### src/rtl/cpu_ctrl_pkg.sv
// rtl/cpu_ctrl_pkg.sv - state encoding, RV32I opcode constants and state-register macro for cpu_ctrl_fsm
`ifndef CPU_CTRL_DFF_AR
`define CPU_CTRL_DFF_AR(clk_s, rst_s, q_s, d_s, rv_s) \
  always_ff @(posedge clk_s or posedge rst_s) begin \
    if (rst_s) q_s <= rv_s; \
    else       q_s <= d_s; \
  end
`endif

package cpu_ctrl_pkg;

  typedef enum logic [2:0] {
    S_IDLE   = 3'd0,
    S_FETCH  = 3'd1,
    S_DECODE = 3'd2,
    S_EXEC   = 3'd3,
    S_MEM    = 3'd4,
    S_WB     = 3'd5,
    S_HALT   = 3'd6
  } state_t;

  localparam logic [6:0] OP_LOAD   = 7'b0000011;
  localparam logic [6:0] OP_STORE  = 7'b0100011;
  localparam logic [6:0] OP_OP     = 7'b0110011;
  localparam logic [6:0] OP_OPIMM  = 7'b0010011;
  localparam logic [6:0] OP_LUI    = 7'b0110111;
  localparam logic [6:0] OP_BRANCH = 7'b1100011;
  localparam logic [6:0] OP_JAL    = 7'b1101111;
  localparam logic [6:0] OP_JALR   = 7'b1100111;
  localparam logic [6:0] OP_SYSTEM = 7'b1110011;

  // True for the opcodes this controller knows how to sequence through EXEC
  function automatic logic is_exec_opcode(input logic [6:0] op);
    case (op)
      OP_LOAD, OP_STORE, OP_OP, OP_OPIMM, OP_LUI,
      OP_BRANCH, OP_JAL, OP_JALR: is_exec_opcode = 1'b1;
      default:                    is_exec_opcode = 1'b0;
    endcase
  endfunction

endpackage

### src/rtl/sat_counter.sv
// rtl/sat_counter.sv - enable-driven up counter that sticks at all-ones
module sat_counter #(
  parameter int W = 8
) (
  input  logic         clk,
  input  logic         rst,
  input  logic         i_en,
  output logic [W-1:0] o_cnt
);

  logic [W-1:0] r_cnt;

  // Count enabled cycles, holding once every bit is set
  always_ff @(posedge clk or posedge rst) begin
    if (rst) begin
      r_cnt <= '0;
    end else if (i_en && (r_cnt != {W{1'b1}})) begin
      r_cnt <= r_cnt + W'(1);
    end
  end

  assign o_cnt = r_cnt;

endmodule

### src/rtl/cpu_ctrl_fsm.sv
// rtl/cpu_ctrl_fsm.sv - multi-cycle RV32I control sequencer with retired-instruction counter
module cpu_ctrl_fsm #(
  parameter int CNT_W = 8
) (
  input  logic             clk,
  input  logic             rst,
  input  logic             start,
  input  logic [6:0]       opcode,
  input  logic             branch_cond,
  input  logic             mem_ready,
  output logic             pc_en,
  output logic             pc_load,
  output logic             ir_load,
  output logic             reg_we,
  output logic             mem_req,
  output logic             mem_we,
  output logic             halted,
  output logic             illegal,
  output logic [CNT_W-1:0] retired_cnt
);

  import cpu_ctrl_pkg::*;

  state_t r_state;
  state_t w_next_state;
  logic   r_illegal;
  logic   w_set_illegal;

  // State register; reset drops straight to IDLE so strobes clear without a clock
  `CPU_CTRL_DFF_AR(clk, rst, r_state, w_next_state, S_IDLE)

  // Sticky undecodable-opcode flag, cleared only by reset
  always_ff @(posedge clk or posedge rst) begin
    if (rst) begin
      r_illegal <= 1'b0;
    end else if (w_set_illegal) begin
      r_illegal <= 1'b1;
    end
  end

  // Next state and strobes; strobes are a function of state plus branch_cond/mem_ready
  always_comb begin
    w_next_state  = r_state;
    w_set_illegal = 1'b0;
    pc_en         = 1'b0;
    pc_load       = 1'b0;
    ir_load       = 1'b0;
    reg_we        = 1'b0;
    mem_req       = 1'b0;
    mem_we        = 1'b0;
    halted        = 1'b0;
    case (r_state)
      S_IDLE: begin
        if (start) w_next_state = S_FETCH;
      end
      S_FETCH: begin
        ir_load      = 1'b1;
        w_next_state = S_DECODE;
      end
      S_DECODE: begin
        if (opcode == OP_SYSTEM) begin
          w_next_state = S_HALT;
        end else if (!is_exec_opcode(opcode)) begin
          w_set_illegal = 1'b1;
          w_next_state  = S_HALT;
        end else begin
          w_next_state = S_EXEC;
        end
      end
      S_EXEC: begin
        case (opcode)
          OP_OP, OP_OPIMM, OP_LUI: w_next_state = S_WB;
          OP_LOAD, OP_STORE:       w_next_state = S_MEM;
          OP_BRANCH: begin
            pc_en        = 1'b1;
            pc_load      = branch_cond;
            w_next_state = S_FETCH;
          end
          OP_JAL, OP_JALR: begin
            reg_we       = 1'b1;
            pc_en        = 1'b1;
            pc_load      = 1'b1;
            w_next_state = S_FETCH;
          end
          // DECODE only forwards known opcodes, so this arm means opcode broke its stability promise
          default: w_next_state = S_HALT;
        endcase
      end
      S_MEM: begin
        mem_req = 1'b1;
        mem_we  = (opcode == OP_STORE);
        if (mem_ready) begin
          if (opcode == OP_STORE) begin
            pc_en        = 1'b1;
            w_next_state = S_FETCH;
          end else begin
            w_next_state = S_WB;
          end
        end
      end
      S_WB: begin
        reg_we       = 1'b1;
        pc_en        = 1'b1;
        w_next_state = S_FETCH;
      end
      S_HALT: begin
        halted = 1'b1;
      end
      default: w_next_state = S_IDLE;
    endcase
  end

  assign illegal = r_illegal;

  sat_counter #(
    .W(CNT_W)
  ) u_retire_cnt (
    .clk  (clk),
    .rst  (rst),
    .i_en (pc_en),
    .o_cnt(retired_cnt)
  );

endmodule

### config.mk
export PLATFORM = sky130hd
export DESIGN_NAME = cpu_ctrl_fsm
export DESIGN_NICKNAME = d
export VERILOG_FILES = /design/src/rtl/cpu_ctrl_pkg.sv /design/src/rtl/sat_counter.sv /design/src/rtl/cpu_ctrl_fsm.sv
export SDC_FILE = /design/constraint.sdc
export NUM_CORES = 1
export LEC_CHECK = 0
export BUFFER_PORTS_ARGS = -buffer_cell sky130_fd_sc_hd__buf_2
export CAP_MARGIN = 20
export CELL_PAD_IN_SITES_DETAIL_PLACEMENT = 1
export CELL_PAD_IN_SITES_GLOBAL_PLACEMENT = 1
export CORE_MARGIN = 5
export CORE_UTILIZATION = 39
export DETAILED_ROUTE_END_ITERATION = 6
export PLACE_DENSITY_LB_ADDON = 0.1
export SLEW_MARGIN = 10
export SYNTH_ARGS = -nofsm -noshare
export SYNTH_HDL_FRONTEND = slang
export SYNTH_HIERARCHICAL = 1
export SYNTH_SLANG_ARGS = --single-unit
export TNS_END_PERCENT = 10
### constraint.sdc
create_clock -name clk -period 3.45 [get_ports clk]
set_clock_uncertainty 0.15 [all_clocks]
set_input_delay 0.69 -clock clk [delete_from_list [all_inputs] [get_ports clk]]
set_output_delay 0.69 -clock clk [all_outputs]
set_load 0.005 [all_outputs]
; ---- Word level (Yosys, flattened, before mapping)
; Cells that the tools add are included.
[word_totals]
register_bits = 12
inputBits = 12
output_inout_bits = 16
elab_cells = 56
[op_classes]
addsub = 1
eq_ne = 18
mux = 25
bitwise_logic = 1
reduce_logical = 8
[op_table]
columns = op, count
row1 = $eq 7x7->1 const B, 4
row2 = $eq 7x6->1 const B, 3
row3 = $pmux 3 s7, 1
row4 = $mux 1, 15
row5 = $mux 3, 5
row6 = $eq 3x3->1 const B, 3
row7 = $pmux 3 s3, 1
row8 = $add 8x1->8 const B, 1
row9 = $ne 8x8->1 const B, 1
row10 = $reduce_or 8->1, 1
row11 = $eq 7x2->1 const B, 1
row12 = $eq 7x5->1 const B, 1
row13 = $eq 3x2->1 const B, 2
row14 = $reduce_or 3->1, 2
row15 = $ne 2x2->1 const B, 2
row16 = $pmux 1 s2, 2
row17 = $reduce_or 2->1, 2
row18 = $eq 3x1->1 const B, 1
row19 = $logic_not 3->1, 1
row20 = $pmux 1 s3, 1
row21 = $reduce_and 3->1, 1
row22 = $logic_and 1x1->1, 1
row23 = $not 1->1, 1

; ---- Depth between registers and ports, before layout
; Gate-level depths: netlist of the first run.
[depth]
ltp_word = 8
depth_mapped = 7
ltp_nobuf = 6

; ---- Hierarchy
; The synthesis of the first run kept the hierarchy.
[by_module_without_submodules]
columns = mod, instances, cells_each, area_each_um2, seq_area_each_um2
row1 = cpu_ctrl_fsm, 1, 64, 470.5, 100.1
row2 = sat_counter, 1, 38, 419.2, 200.2

; ---- Worst setup path before layout of the first run
; OpenSTA, ideal clock, no wires.
[synth_path]
path_type = input -> register
start = input opcode[6]
end = register u_retire_cnt.r_cnt[7], in the netlist u_retire_cnt/o_cnt[7]
setup_time_ps = 128
arrival_time_ps = 2186
required_ps = 3172
setup_slack_ps = 987
stages = 6
n_path_buf = 0
cell_sequence = nor4_2 > a31oi_1 > o21bai_1 > nand3_1 > nor3_1 > mux2_1
[synth_between]
elab_chain_len = 5
elab_cells_between_ends = 10
cone_classes = eq/ne (4) / mux (4) / reduce/logical (2)
[synth_lines]
columns = element, line_no
row1 = from (decl), cpu_ctrl_fsm.sv:8  ; input logic [6:0] opcode,
row2 = $eq 7x7->1 / $eq 7x6->1 (equally long branches), "cpu_ctrl_fsm.sv:71, cpu_ctrl_fsm.sv:93"
row3 = $reduce_or 3->1 (no line) / $mux 1 (equally long branches), --
row4 = $mux 1 (on tied branches), "cpu_ctrl_fsm.sv:71, cpu_ctrl_fsm.sv:92"
row5 = $pmux 1 s3 (*), cpu_ctrl_fsm.sv:52  ; case (r_state)
row6 = via pc_en, cpu_ctrl_fsm.sv:11  ; output logic pc_en,
row7 = $logic_and 1x1->1 (*), sat_counter.sv:17  ; end else if (i_en && (r_cnt != {W{1'b1}})) begin
row8 = to (signal assigned), sat_counter.sv:18  ; r_cnt <= r_cnt + W'(1);
row9 = to (decl), sat_counter.sv:11  ; logic [W-1:0] r_cnt;
; Mark *: on every way through the listed nets, which the timed path passes. The rest lies on a longest branch.
; A chain may end at the register's enable or synchronous reset.

; ---- Worst setup path in the final report of the first run
[layout_path]
start = register r_state[0]
end = output pc_en
[layout_between]
elab_chain_len = 2
elab_cells_between_ends = 4
cone_classes = eq/ne (3) / mux (1)
[layout_lines]
columns = element, line_no
row1 = from (decl), cpu_ctrl_fsm.sv:24  ; state_t r_state;
row2 = $eq 3x3->1 / $eq 3x2->1 (equally long branches), cpu_ctrl_fsm.sv:52
row3 = $pmux 1 s3 (*), cpu_ctrl_fsm.sv:52
row4 = to (decl), cpu_ctrl_fsm.sv:11
; Mark *: on every way between the ends. The rest lies on a longest branch, timed or not.

==> results of run 1 <==
registers in the layout, summed over array words and instances, names as in the netlist:
name and flops:
r_state 3, illegal 1, u_retire_cnt/o_cnt 8
worst max-delay path, stage by stage, from the launching register on:
cell	delay (ns)
dfrtp_1	0.58
nand3b_1	0.24
nor4b_1	0.41
o21bai_1	0.35
buf_2	0.22
cell type report:
class | count | area, µm²
Fill cell | 287 | 1110
Multi-Input combinational cell | 79 | 544
Sequential cell | 12 | 300
Timing Repair Buffer | 27 | 135
Clock buffer | 4 | 36.3
Tap cell | 28 | 35.0
Inverter | 8 | 30.0
final timing paths:
kind	cells after the start	from	endpoint
max reg2reg	6	r_state[0]	u_retire_cnt/o_cnt[7]
min reg2reg	1	illegal	illegal
min in group clk	1	illegal	illegal
min	2	rst	illegal
max in group asynchronous	2	rst	u_retire_cnt/o_cnt[7]
max	4	r_state[0]	pc_en
through the flow:
step                util, %  power (mW)  cell area (µm²)  instances  worst slack (ns)
finish                 49.3       0.666             1080        158             0.542
global route           49.3       0.724             1080        158             0.350
global placement       47.7       0.545             1040        154             0.671
CTS                    49.3       0.674             1080        158             0.533
floorplan                 -       0.451              890        102             0.987
detailed placement     47.7       0.557             1040        154             0.547
cell usage in the layout, fill, tap and decap left out, types with 2 or more instances in the layout:
master	instances
o211ai_1	2
buf_2	27
nand2b_1	6
clkbuf_4	3
dfrtp_1	12
nand3_1	5
nand4_1	4
nand2_1	7
nor2_1	8
inv_1	8
a31oi_1	2
nor3_1	4
o21ai_0	2
nor4_1	3
a21oi_1	3
mux2_1	3
and3_1	3
o21bai_1	3
kinds of logic after synthesis:
group	count (synthesis)	synth area share, %
simple gates	49	33.6
compound gates	24	20.1
buf+inv	11	5.06
flops	12	33.8
mux	4	5.06
fa+ha+maj	1	1.41
xor+xnor	1	0.985
layer usage:
metal  vias up  wire (µm)  GRT usage (%)
li1        443          -              -
met1       443       1210           22.0
met2        22       1110           23.9
met3         0        121           4.23
met4         0          0          0.993
met5         -          0              0
where the power goes:
part / internal, mW / total [mW] / switching, mW
Clock: 0.0641 / 0.112 / 0.0478
Sequential: 0.189 / 0.291 / 0.102
Combinational: 0.124 / 0.263 / 0.138
Total: 0.378 / 0.666 / 0.288
==> qor.yml, run 1 <==
status:
  status: "complete, no violations"
routing:
  vias: 908
  antenna_left: 0
  drt_iter0_markers: 19
  drt-wirelength-per-cell_um: 15.5
  drc: 0
  dr.pass1.iters: 4
  viasPerCell: 5.75
  routed_wl_um: 2450
timing:
  slew_viol_final: 0
  hold_viol_final: 0
  rsz0062_at_grt: "no"
  period_needed_ns: 2.91
  setup_viol: 0
  slew_headroom_pct: 61.5
  finalCritPeriodShare_pct: 84.3
  worst_slew_pin_slew_ns: 0.577
  timing.hold.ws_ns: 0.146
  max_freq_mhz: 344
  fin_tns_setup_ns: 0
clocking:
  clock-sinks: 12
  cts_root_buffer: "clkbuf_4"
  clk_pin_slew_ns: 0.07
  clk_path_buf_depth: 2
  cts_inserted_buffers: 3
  ctsHoldBuffers: 0
  cts.repair.resized: 0
  clock_latency_ns: 0.27
  post_cts_buffers: 0
  cts_tree: "built"
  htree_levels: 1
final_layout:
  layout-drive-gt1-share_pct: 28.5
  n_antenna_cell: 0
  area_growth_pct: 21.5
  nets: 144
synthesis:
  synth_area_um2: 890
  syn_nets: 115
  synthCells: 102
  yosysWarnings: 6
  post-synth-top-count-cell: "dfrtp_1"
  synthTopCellsByCount: "dfrtp_1 (12), inv_1 (8), nor2_1 (8)"
  synthArstFlopShare_pct: 100
  synth_cell_type_count: 41
  ys_top_cells_by_area: "dfrtp_1 (34%), nand2b_1 (4.2%), mux2_1 (3.8%), inv_1 (3.4%), nor2_1 (3.4%)"
  synth-seq-cells: 12
  synth_top_cell_area_share_pct: 33.8
  yosysTopAreaCell: "dfrtp_1"
  synth_edf_count: 0
  syn_avg_cell_area_um2: 8.72
  seq_area_frac_synth_pct: 33.8
  ys.flop_type: "dfrtp_1"
die:
  io_pins: 28
  die_h_um: 57.8
  rows: 17
  die-area_um2: 3340
  core_area_um2: 2190
  die_w_um: 57.8
  start_util_pct: 40.6
grt:
  grt_use_total_pct: 15.3
  grt_first_pass_wirelength_um: 4140
  gr-total-overflow: 0
  grt_max_degree: 13
  grt_pass1_vias: 861
  antenna_found_initial: 0
setup_path:
  worstPathRequired_ns: 2.61
  worstSetupPathType: "register to primary output"
  crit_path_start_kind: "register"
  cp_max_fo: 12
  end_kind: "primary output"
  cp.arrival_ns: 2.07
  rrSetupSlack_ns: 0.80
power:
  ir_drop_uv: 414
  power.density_nw_per_um2: 616
  power.leakage_nw: 0.490
place:
  dp_hpwl_um: 1890
  gp_congestion: 0.781
  portBuffers: 27
worst_hold_path:
  hp-class: "input pin to asynchronous set/reset pin"
run:
  drv_cap: 0
(Power assumes the default switching activity.)
==> run 2: changes to the inputs <==
Settings changed: ABC_AREA from default to 1, CORE_UTILIZATION 39 to 31.
Clock period 3.45 ns to 2.6 ns, I/O delays scaled along.
==> qor.yml, run 2 <==
setup_path:
  cp.depth: 9
  slowest_stage: "nor2_1"
  cp_cell_sequence: "buf_2, inv_1, nand2_1, nor2_1, nand2_1, nor3_2, nand2_1, nand3_1, buf_2"
  worstPathRequired_ns: 1.93
  rrSetupSlack_ns: 0.70
  rr_worst_depth: 11
  cp-startpoint: "opcode[2]"
  r2r_start: "r_state[1]"
  crit_path_start_kind: "input pin"
  critPathTopFamily: "simple AND/OR/NAND/NOR gates"
  end_kind: "primary output"
  path_common_cell: "nand2_1"
  cp_max_fo: 3
  worstReg2RegEnd: "u_retire_cnt/o_cnt[7]"
  cp_slowest_stage_delay_ns: 0.18
  cp_num_buf_inv: 3
  worstSetupPathType: "input pin to primary output"
  cp.arrival_ns: 1.45
  critPathCapture: "pc_en"
routing:
  drc: 0
  drt_iter0_markers: 38
  viasPerCell: 4.48
  routed_wl_um: 2390
  vias: 931
  drt-wirelength-per-cell_um: 11.5
  dr.pass1.iters: 3
  antenna_left: 0
synthesis:
  ys.flop_type: "dfrtp_1"
  synth_cell_type_count: 25
  ys_top_cells_by_area: "dfrtp_1 (32%), nand2_1 (17%), inv_1 (9.6%), nor2_1 (6.4%), nand3_1 (5.9%)"
  synth_top_cell_area_share_pct: 32.0
  syn_avg_cell_area_um2: 6.53
  synthArstFlopShare_pct: 100
  yosysTopAreaCell: "dfrtp_1"
  seq_area_frac_synth_pct: 32.0
  yosysWarnings: 6
  synth_edf_count: 0
  synth-seq-cells: 12
  post-synth-top-count-cell: "nand2_1"
  synthTopCellsByCount: "nand2_1 (42), inv_1 (24), nor2_1 (16)"
  synthCells: 144
  synth_area_um2: 940
  syn_nets: 157
timing:
  slew_viol_final: 0
  timing.hold.ws_ns: 0.345
  period_needed_ns: 2.12
  max_freq_mhz: 471
  rsz0062_at_grt: "no"
  hold_viol_final: 0
  setup_viol: 0
  worst_slew_pin_slew_ns: 0.339
  fin_tns_setup_ns: 0
  finalCritPeriodShare_pct: 81.7
  slew_headroom_pct: 77.4
place:
  dp_cells: 203
  portBuffers: 27
  gp_congestion: 0.743
  dp_hpwl_um: 2040
worst_hold_path:
  hold_depth: 1
  hp-class: "register to register"
die:
  core_area_um2: 2980
  die_w_um: 65.1
  die-area_um2: 4230
  io_pins: 28
  die_h_um: 65.1
  start_util_pct: 31.6
  rows: 20
final_layout:
  most-common-layout-cells: "nand2_1 (42), buf_2 (27), inv_1 (24)"
  multi_input_area_um2: 529
  area_growth_pct: 22.8
  n_antenna_cell: 0
  fin_util_pct: 38.7
  layout_commonest_cell: "nand2_1"
  nets: 189
  largest_reg_flops: 8
  layout-drive-gt1-share_pct: 29.7
  fill_cells: 400
  seq_area_um2: 300
  fin_cells: 208
clocking:
  cts_tree: "built"
  cts_inserted_buffers: 3
  cts_root_buffer: "clkbuf_4"
  clock-sinks: 12
  clk_path_buf_depth: 2
  cts.repair.resized: 0
  htree_levels: 1
  clk_pin_slew_ns: 0.08
  clock_latency_ns: 0.28
grt:
  grt_first_pass_wirelength_um: 4290
  gr-total-overflow: 0
  antenna_found_initial: 0
  grt_pass1_vias: 977
  grt_use_total_pct: 13.3
  grt_max_degree: 12
power:
  power.leakage_nw: 0.658
  ir_drop_uv: 352
  power.density_nw_per_um2: 697
run:
  drv_cap: 0
status:
  status: "complete, no violations"
run 2: final cells by class:
| class | count | area share, % |
|---|---|---|
| Timing Repair Buffer | 29 | 13.2 |
| Tap cell | 33 | 3.58 |
| Sequential cell | 12 | 26.0 |
| Inverter | 25 | 8.13 |
| Clock buffer | 4 | 3.15 |
| Multi-Input combinational cell | 105 | 45.9 |
run 2: through the flow:
stage	area, µm²	setup slack, ns	total power, mW
floorplan	940	0.557	0.527
global placement	1110	0.414	0.648
detailed placement	1110	0.365	0.661
CTS	1150	0.463	0.825
global route	1150	0.323	0.885
finish	1150	0.475	0.804
run 2: cells by family (layout without fill, tap and decap cells):
logic type	count (synthesis)	count (layout)	share of synthesized area [%]
simple gates	94	94	48.6
compound gates	9	9	5.46
buf+inv	27	58	11.7
fa+ha+maj	1	1	1.33
xor+xnor	1	1	0.932
flops	12	12	32.0
run 2: power by group:
part | internal, mW | switching, mW
registers | 0.233 | 0.0451
clock network | 0.0853 | 0.0684
logic | 0.144 | 0.228
total | 0.462 | 0.342
run 2: repair_timing:
action | CTS | global route
hold buffers | 1 | 0
hold endpoints to repair | 4 | 0
setup buffers | 0 | 0
run 2: worst min-delay path by stage:
stage	endpoint	from
2_1_floorplan	illegal	rst
3_3_place_gp	illegal	rst
3_5_place_dp	r_state[0]	rst
4_1_cts	illegal	illegal
5_1_grt	illegal	illegal
6_report	illegal	illegal
run 2: worst register-to-register path, stage by stage (launching register included):
cell     delay, ns
dfrtp_1       0.40
inv_1         0.10
nand2_1       0.14
nor3_2        0.21
nand2_1       0.07
nand3_1       0.09
buf_4         0.16
nand3_1       0.10
nor2_2        0.18
nand3_2       0.09
nand2_1       0.06
nand2_1       0.04
run 2: routing by layer:
metal	global-route usage (%)	share of wire, %
met2	20.3	46
met5	0	0
met3	3.81	4.9
met4	6.22	2.0
met1	17.1	47
